## config.mk

```make
export PLATFORM = sky130hd
export DESIGN_NAME = inverse_pdm
export DESIGN_NICKNAME = d
export VERILOG_FILES = /design/src/rtl/inverse_pdm.sv
export SDC_FILE = /design/constraint.sdc
export NUM_CORES = 1
export LEC_CHECK = 0
export CORE_UTILIZATION = 30
export CTS_CLUSTER_DIAMETER = 50
export DETAILED_ROUTE_END_ITERATION = 10
export GPL_TIMING_DRIVEN = 0
export PLACE_DENSITY_LB_ADDON = 0.08
export SLEW_MARGIN = 30
export SYNTH_ARGS = -nofsm -noshare
export SYNTH_HDL_FRONTEND = slang
export SYNTH_SLANG_ARGS = --single-unit
```

## constraint.sdc

```tcl
create_clock -name clk -period 1.85 [get_ports clk]
set_input_delay 0.2775 -clock clk [delete_from_list [all_inputs] [get_ports clk]]
set_output_delay 0.2775 -clock clk [all_outputs]
set_load 0.01 [all_outputs]
```

## src/rtl/inverse_pdm.sv

```systemverilog
// PDM demodulator: counts ones over a 2^WIN_BITS clock window and reports a 16-bit duty value.
// Optional `INV_PDM_AVG_EN reports the average of the current and previous window results.
module inverse_pdm #(
  parameter int unsigned WIN_BITS = 16
) (
  input  logic        clk,
  input  logic        rst_n,
  input  logic        PDM,
  output logic [15:0] duty,
  output logic        done
);

  localparam int unsigned SHIFT = 16 - WIN_BITS;

  logic                pdm_meta_q;
  logic                pdm_s_q;
  logic [WIN_BITS-1:0] win_cnt_q;
  logic [WIN_BITS:0]   acc_q;
  logic [WIN_BITS:0]   acc_d;
  logic [WIN_BITS:0]   total;
  logic [31:0]         scaled;
  logic [15:0]         scaled_sat;
  logic [15:0]         duty_q;
  logic [15:0]         duty_d;
  logic                done_q;
  logic                done_d;
  logic                end_of_win;

`ifdef INV_PDM_AVG_EN
  logic [15:0] prev_q;
  logic [15:0] prev_d;
  logic [16:0] avg_sum;
`endif

  // NOTE: every signal gets a default at the top of always_comb so no path
  // leaves it unassigned, which would otherwise infer a latch.
  always_comb begin
    end_of_win = &win_cnt_q;
    total      = acc_q + {{WIN_BITS{1'b0}}, pdm_s_q};
    scaled     = {{(31 - WIN_BITS){1'b0}}, total} << SHIFT;
    // A full window of ones scales to 0x10000; clamp so it reads as 100 %, not 0.
    scaled_sat = (scaled > 32'h0000_FFFF) ? 16'hFFFF : scaled[15:0];
    acc_d      = end_of_win ? '0 : total;
    done_d     = end_of_win;
    duty_d     = duty_q;
`ifdef INV_PDM_AVG_EN
    prev_d     = prev_q;
    avg_sum    = {1'b0, prev_q} + {1'b0, scaled_sat};
    if (end_of_win) begin
      duty_d = 16'(avg_sum >> 1);
      prev_d = scaled_sat;
    end
`else
    if (end_of_win) begin
      duty_d = scaled_sat;
    end
`endif
  end

  // NOTE: sequential state uses non-blocking assignments so every flop samples
  // the pre-edge values, independent of statement order.
  always_ff @(posedge clk or negedge rst_n) begin
    if (!rst_n) begin
      pdm_meta_q <= 1'b0;
      pdm_s_q    <= 1'b0;
      win_cnt_q  <= '0;
      acc_q      <= '0;
      duty_q     <= '0;
      done_q     <= 1'b0;
`ifdef INV_PDM_AVG_EN
      prev_q     <= '0;
`endif
    end else begin
      pdm_meta_q <= PDM;
      pdm_s_q    <= pdm_meta_q;
      win_cnt_q  <= win_cnt_q + 1'b1;
      acc_q      <= acc_d;
      duty_q     <= duty_d;
      done_q     <= done_d;
`ifdef INV_PDM_AVG_EN
      prev_q     <= prev_d;
`endif
    end
  end

  assign duty = duty_q;
  assign done = done_q;

endmodule

```

==> results of run 1 <==
-- worst max-delay path: cells and delay by family (launching register included) --
kind                     cells  cell delay (ns)
AO/OA/AOI/OAI                1             0.07
adder cells (fa/ha/maj)      1             0.17
buffers and inverters        2             0.29
flip-flops                   1             0.42
AND/OR/NAND/NOR              3             0.69
-- synthesized netlist by cell type --
cell type / instances / area share (%)
nor4_4: 2 / 1.9
buf_4: 3 / 1.0
nand4_4: 2 / 1.9
nand2_1: 8 / 1.3
nand3_2: 1 / 0.45
xnor2_2: 1 / 0.73
nand2b_1: 1 / 0.28
xor2_1: 8 / 3.1
nand3_1: 9 / 2.0
a21oi_1: 16 / 3.6
and2_1: 1 / 0.28
and4_1: 2 / 0.78
buf_2: 2 / 0.45
xnor2_1: 21 / 8.2
clkbuf_1: 1 / 0.17
a31oi_1: 16 / 4.5
dfrtp_1: 52 / 58
nor3_1: 5 / 1.1
nand4_1: 5 / 1.4
ha_1: 3 / 1.7
nor2_1: 24 / 4.0
inv_1: 7 / 1.2
nor4_1: 4 / 1.1
buf_6: 1 / 0.50
or2_2: 1 / 0.28
-- state kept, by name (all words and copies together) (netlist names) --
signal,cells
pdm_meta_q,1
duty,16
acc_q,17
win_cnt_q,16
done,1
pdm_s_q,1
-- path summary, 6_finish.rpt --
| check | end | slack, ns | start | depth (start not counted) |
|---|---|---|---|---|
| max in group asynchronous | acc_q[4] | 1.05 | rst_n | 3 |
| min in group clk | pdm_s_q | 0.36 | pdm_meta_q | 0 |
| worst max register to register | duty[9] | 0.08 | win_cnt_q[1] | 7 |
| worst min register to register | pdm_s_q | 0.36 | pdm_meta_q | 0 |
| worst max-delay path | duty[9] | 0.08 | win_cnt_q[1] | 7 |
| worst min-delay path | win_cnt_q[13] | 0.36 | rst_n | 2 |
-- power groups by stage --
| stage | logic, mW | clock network (mW) | registers [mW] |
|---|---|---|---|
| finish | 0.221 | 0.769 | 1.32 |
| global route | 0.254 | 0.849 | 1.34 |
| CTS | 0.224 | 0.806 | 1.32 |
| detailed placement | 0.221 | 0 | 1.34 |
| global placement | 0.216 | 0 | 1.34 |
| floorplan | 0.153 | 0 | 1.33 |
-- repair_timing --
action,in CTS,in global routing
endpoints found under the setup margin,35,31
pin swaps,1,3
hold buffers,1,0
resized for setup,0,18
endpoints found under the hold margin,7,0
buffers inserted,1,3
gates cloned,0,1
-- layout by cell type (no fill, tap or decap), types with 2 or more instances in the layout --
master | Yosys | final
nand4_4 | 2 | 2
and4_1 | 2 | 2
a21oi_1 | 16 | 16
clkdlybuf4s50_1 | 0 | 18
nor4_4 | 2 | 2
nor4_1 | 4 | 4
xnor2_1 | 21 | 21
inv_1 | 7 | 7
buf_4 | 3 | 5
a31oi_1 | 16 | 16
xor2_1 | 8 | 8
nor2_1 | 24 | 24
nand3_1 | 9 | 9
nor3_1 | 5 | 5
clkbuf_8 | 0 | 5
dfrtp_1 | 52 | 51
buf_8 | 0 | 4
nand4_1 | 5 | 5
nand2_1 | 8 | 8
ha_1 | 3 | 2
-- per-layer routing --
| layer | share of wire (%) | vias up | global-route usage [%] |
|---|---|---|---|
| li1 | - | 752 | - |
| met1 | 54 | 725 | 19.1 |
| met2 | 42 | 24 | 17.4 |
| met3 | 3.2 | 4 | 3.08 |
| met4 | 0.80 | 0 | 3.08 |
| met5 | 0 | - | 0 |
-- cells by family after synthesis --
group                      after synthesis  share of synthesized area (%)
and+or+nand+nor                         65                           16.9
DFF                                     52                           58.1
AOI/OAI and AO/OA                       32                           8.04
xor gates and xnor gates                30                           12.1
buffers and inverters                   14                           3.29
adders and majority gates                3                           1.68
-- metrics by stage --
stage               power, mW  TNS, ns  utilization (%)
floorplan                1.48        0                -
global placement         1.56   -73.73             35.2
detailed placement       1.56    -8.53             35.6
CTS                      2.35        0             37.3
global route             2.44   -0.286             38.9
finish                   2.31        0             38.9
-- area by class of cell --
class | instances | area, µm²
buffer | 7 | 81.3
clock buffer | 6 | 72.6
clock inverter | 2 | 35.0
fill | 731 | 4430
inverter | 7 | 26.3
multi-input combinational | 130 | 900
sequential | 52 | 1300
tap | 99 | 124
timing repair buffer | 26 | 280
==> summary.md, run 1 <==
| Metric | Value |
|---|---|
| CP max stage delay | 0.42 ns |
| Required time worst endpoint | 2.03 ns |
| ANT cells | 0 |
| Worst vdd ir | 284 µV |
| Starting density of the core | 30.9% |
| CP Max Fanout | 8 |
| Clock Tree Buf Depth | 2 |
| Status | finished clean |
| Vias in the first global route | 1,438 |
| Net count reported at finish | 235 |
| Slew headroom | 65.7% |
| Hold Path Class | input port to async pin |
| Layout area overhead | 25.9% |
| Post-route DRC | 0 |
| Post-synth design cell area | 2240 µm² |
| First drt pass iteration count | 4 |
| Sw Ratio | 26.3% |
| Crit path time final | 1.77 ns |
| GRT Total Usage | 12.5% |
| Clk sink count | 52 |
| Antenna Nets Post-Route | 0 |
| Synth Register Bits | 52 |
| Internal power | 1.70 mW |
| CTS tree | done |
| Leak | 1.22 nW |
| Hold WS | 0.358 ns |
| Placer Congestion | 0.694 |
| Final setup fails | 0 |
| Worst-Margin Slew | 0.513 ns |
| Placed Cells | 315 |
| Global-route wire length before repair | 7360 µm |
| Library cells used by synthesis | 25 |
| Layout Cells excl Fill | 329 |
| Gate power share | 9.5% |
| Drt total wl | 4490 µm |
| Reg clk slew, reported paths | 0.09 ns |
| Largest net degree at the start of global routing | 46 |
| Synth Instances | 196 |
| Row count | 31 |
| Initial DRC count | 46 |
| Worst-path cell chain | ha_4, nand3_4, nor4_4, and2_4, buf_8, clkbuf_16, a31oi_1 |
| Final Max Tran Viols | 0 |
| Arr. time, crit path | 1.94 ns |
| Die Ht | 88.4 µm |
| DR WL/cell | 13.7 µm |
| Yosys warning total | 0 |
| Initial antenna violation count | 0 |
| Sequential share of power | 57.2% |
| MaxCap Viol Count | 0 |
| Via density per instance | 4.57 |
| Register area share after synthesis | 58.1% |
| Final worst path period share | 95.6% |
| CTS Root Cell | clkbuf_8 |
| H-tree levels | 2 |
| Max Fclk | 565 MHz |
| Worst-Skew Late Latency | 0.30 ns |
| Hold Vio Cnt, Final | 0 |
| Post-Place Worst Slack | -0.311 ns |
| DP Wirelength | 2960 µm |
| Syn nets | 202 |
| Grt total ovfl | 0 |
| Syn_area_per_cell | 11.4 µm² |
| Die X | 88.4 µm |
| Clock power share | 33.3% |
| Kind of critical path | register to register |
| DR vias | 1,505 |
| Slowest-stage cell, CP | dfrtp_1 |
| Num CTS Buffers | 5 |
| Share of layout cells above drive strength 1 | 13.5% |
| Clk_skew | 0.00749 ns |
| Post-DP Area | 2580 µm² |
| Core area | 7250 µm² |
| PwrDens | 819 nW/µm² |
| Worst setup slack after layout | 0.0805 ns |
| Port buffer count | 19 |
| Sw Pwr | 0.609 mW |
| Critical Path End Type | register |
| Die Area | 7820 µm² |
| CP Launch Type | register |
| Post-route cell area | 2820 µm² |
| I/O pin total | 20 |
(Power assumes the default switching activity.)
==> run 2, diff against run 1 <==
--- a/config.mk
+++ b/config.mk
@@ -9,6 +9,7 @@
 export CTS_CLUSTER_DIAMETER = 50
 export DETAILED_ROUTE_END_ITERATION = 10
 export GPL_TIMING_DRIVEN = 0
+export MAX_ROUTING_LAYER = met4
 export PLACE_DENSITY_LB_ADDON = 0.08
 export SLEW_MARGIN = 30
 export SYNTH_ARGS = -nofsm -noshare
==> run 2 against run 1 <==
Compared with the run above:
- critical path depth unchanged
- power up 0.13%
- fmax about the same
- combinational power about the same
- largest cell class unchanged
- highest routed layer unchanged
==> summary.md, run 2 (synthesized netlist as in run 1, its figures left out) <==
| Metric | Value |
|---|---|
| Status | finished clean |
| Grt total ovfl | 0 (unchanged) |
| Via density per instance | 4.58 (about the same) |
| Post-route DRC | 0 (unchanged) |
| Core area | 7250 µm² (unchanged) |
| Largest Register | acc_q |
| Layout Cells excl Fill | 329 (unchanged) |
| Worst-Margin Slew | 0.510 ns (-0.00262 ns) |
| MaxCap Viol Count | 0 (unchanged) |
| I/O pin total | 20 (unchanged) |
| Hold WS | 0.357 ns (-0.00154 ns) |
| Slew headroom | 65.8% (+0.18 points) |
| Final setup fails | 0 (unchanged) |
| Port buffer count | 19 (unchanged) |
| R2r setup slk | 0.08 ns (about the same) |
| Share of layout cells above drive strength 1 | 13.5% (unchanged) |
| End of the worst register-to-register path | duty[11] |
| CP Max Fanout | 8 (unchanged) |
| Num CTS Buffers | 5 (unchanged) |
| Placed Cells | 315 (unchanged) |
| Hold Vio Cnt, Final | 0 (unchanged) |
| Util after Layout | 38.9% (unchanged) |
| Net count reported at finish | 235 (unchanged) |
| Die Area | 7820 µm² (unchanged) |
| Critical Path End Type | register |
| Most common cell after layout, fill and taps aside | dfrtp_1 |
| Drt total wl | 4490 µm (about the same) |
| Antenna Nets Post-Route | 0 (unchanged) |
| Worst vdd ir | 285 µV (+0.18%) |
| Hold Path Class | input port to async pin |
| Required time worst endpoint | 2.03 ns (about the same) |
| Clock Tree Buf Depth | 2 (unchanged) |
| Die Ht | 88.4 µm (unchanged) |
| Global-route wire length before repair | 7350 µm (about the same) |
| Largest net degree at the start of global routing | 46 (unchanged) |
| PwrDens | 820 nW/µm² (+0.13%) |
| DR WL/cell | 13.7 µm (about the same) |
| Initial DRC count | 48 (+4.3%) |
| Worst-Skew Late Latency | 0.30 ns (about the same) |
| Crit Reg-Reg Startpoint | win_cnt_q[1] |
| Starting density of the core | 30.9% (unchanged) |
| CTS tree | done |
| Max reg flops | 17 (unchanged) |
| Row count | 31 (unchanged) |
| Die X | 88.4 µm (unchanged) |
| Leak | 1.22 nW (unchanged) |
| CTS Root Cell | clkbuf_8 |
| GRT Total Usage | 12.8% (+0.39 points) |
| Layout area overhead | 25.9% (unchanged) |
| Final worst path period share | 95.6% (about the same) |
| H-tree levels | 2 (unchanged) |
| Most frequent cells in the layout | dfrtp_1, nor2_1, xnor2_1, clkdlybuf4s50_1 |
| Crit path time final | 1.77 ns (-0.000955 ns) |
| Max Fclk | 565 MHz (about the same) |
| Kind of critical path | register to register |
| Initial antenna violation count | 0 (unchanged) |
| Fillers | 731 (unchanged) |
| Clk_skew | 0.00648 ns (-0.00101 ns) |
| Worst reg2reg path depth | 7 (unchanged) |
| Reg clk slew, reported paths | 0.10 ns (about the same) |
| CP Launch Point | win_cnt_q[1] |
| Arr. time, crit path | 1.95 ns (about the same) |
| Clk sink count | 52 (unchanged) |
| First drt pass iteration count | 4 (unchanged) |
| Vias in the first global route | 1,439 (+0.070%) |
| Placer Congestion | 0.702 (+1.1%) |
| DR vias | 1,506 (+0.066%) |
| CP Launch Type | register |
| DP Wirelength | 2960 µm (unchanged) |
| ANT cells | 0 (unchanged) |
| Final Max Tran Viols | 0 (unchanged) |
run 2: worst max-delay path by stage:
stage | end | slack, ns
after floorplan | duty[6] | 0.06
after global placement | duty[12] | -1.22
after detailed placement | duty[9] | -0.31
after CTS | duty[9] | 0.004
after global routing | duty[6] | -0.03
final | duty[11] | 0.08
run 2: critical path: stages (launching register included):
cell,delay [ns]
dfrtp_1,0.42
ha_4,0.17
nand3_4,0.11
nor4_4,0.37
and2_4,0.21
buf_8,0.14
clkbuf_16,0.15
a31oi_1,0.07
run 2: repair_timing:
item / in CTS / in global routing
cloned: 0 / 1
pin swaps: 1 / 3
hold buffers: 1 / 0
hold endpoints to repair: 7 / 0
endpoints found under the setup margin: 35 / 31
resized for setup: 0 / 18
setup buffers: 1 / 3
run 2: stage by stage:
| step | total power [mW] | setup TNS (ns) | setup slack, ns | cell area (µm²) |
|---|---|---|---|---|
| after floorplan | 1.48 | 0 | 0.0575 | 2240 |
| after global placement | 1.56 | -73.73 | -1.22 | 2550 |
| after detailed placement | 1.56 | -8.53 | -0.311 | 2580 |
| after CTS | 2.35 | 0 | 0.00368 | 2710 |
| after global routing | 2.44 | -0.286 | -0.0310 | 2820 |
| final | 2.31 | 0 | 0.0815 | 2820 |
run 2: layout make-up:
type                       count  area (µm²)  share of cell area [%]
sequential                    52        1300                    46.2
clock buffer                   6        72.6                    2.57
clock inverter                 2        35.0                    1.24
inverter                       7        26.3                   0.931
tap                           99         124                    4.39
timing repair buffer          26         280                    9.93
buffer                         7        81.3                    2.88
multi-input combinational    130         900                    31.9
run 2: power by group:
| part | switching [mW] | internal [mW] |
|---|---|---|
| registers | 0.110 | 1.21 |
| logic | 0.131 | 0.0893 |
| clock network | 0.370 | 0.402 |
| total | 0.611 | 1.70 |
run 2: layer usage:
| metal | up-vias | routed length, µm | GRT usage [%] |
|---|---|---|---|
| li1 | 752 | - | - |
| met1 | 726 | 2410 | 19.0 |
| met2 | 24 | 1910 | 17.5 |
| met3 | 4 | 143 | 3.08 |
| met4 | 0 | 36 | 3.08 |
| met5 | - | 0 | - |
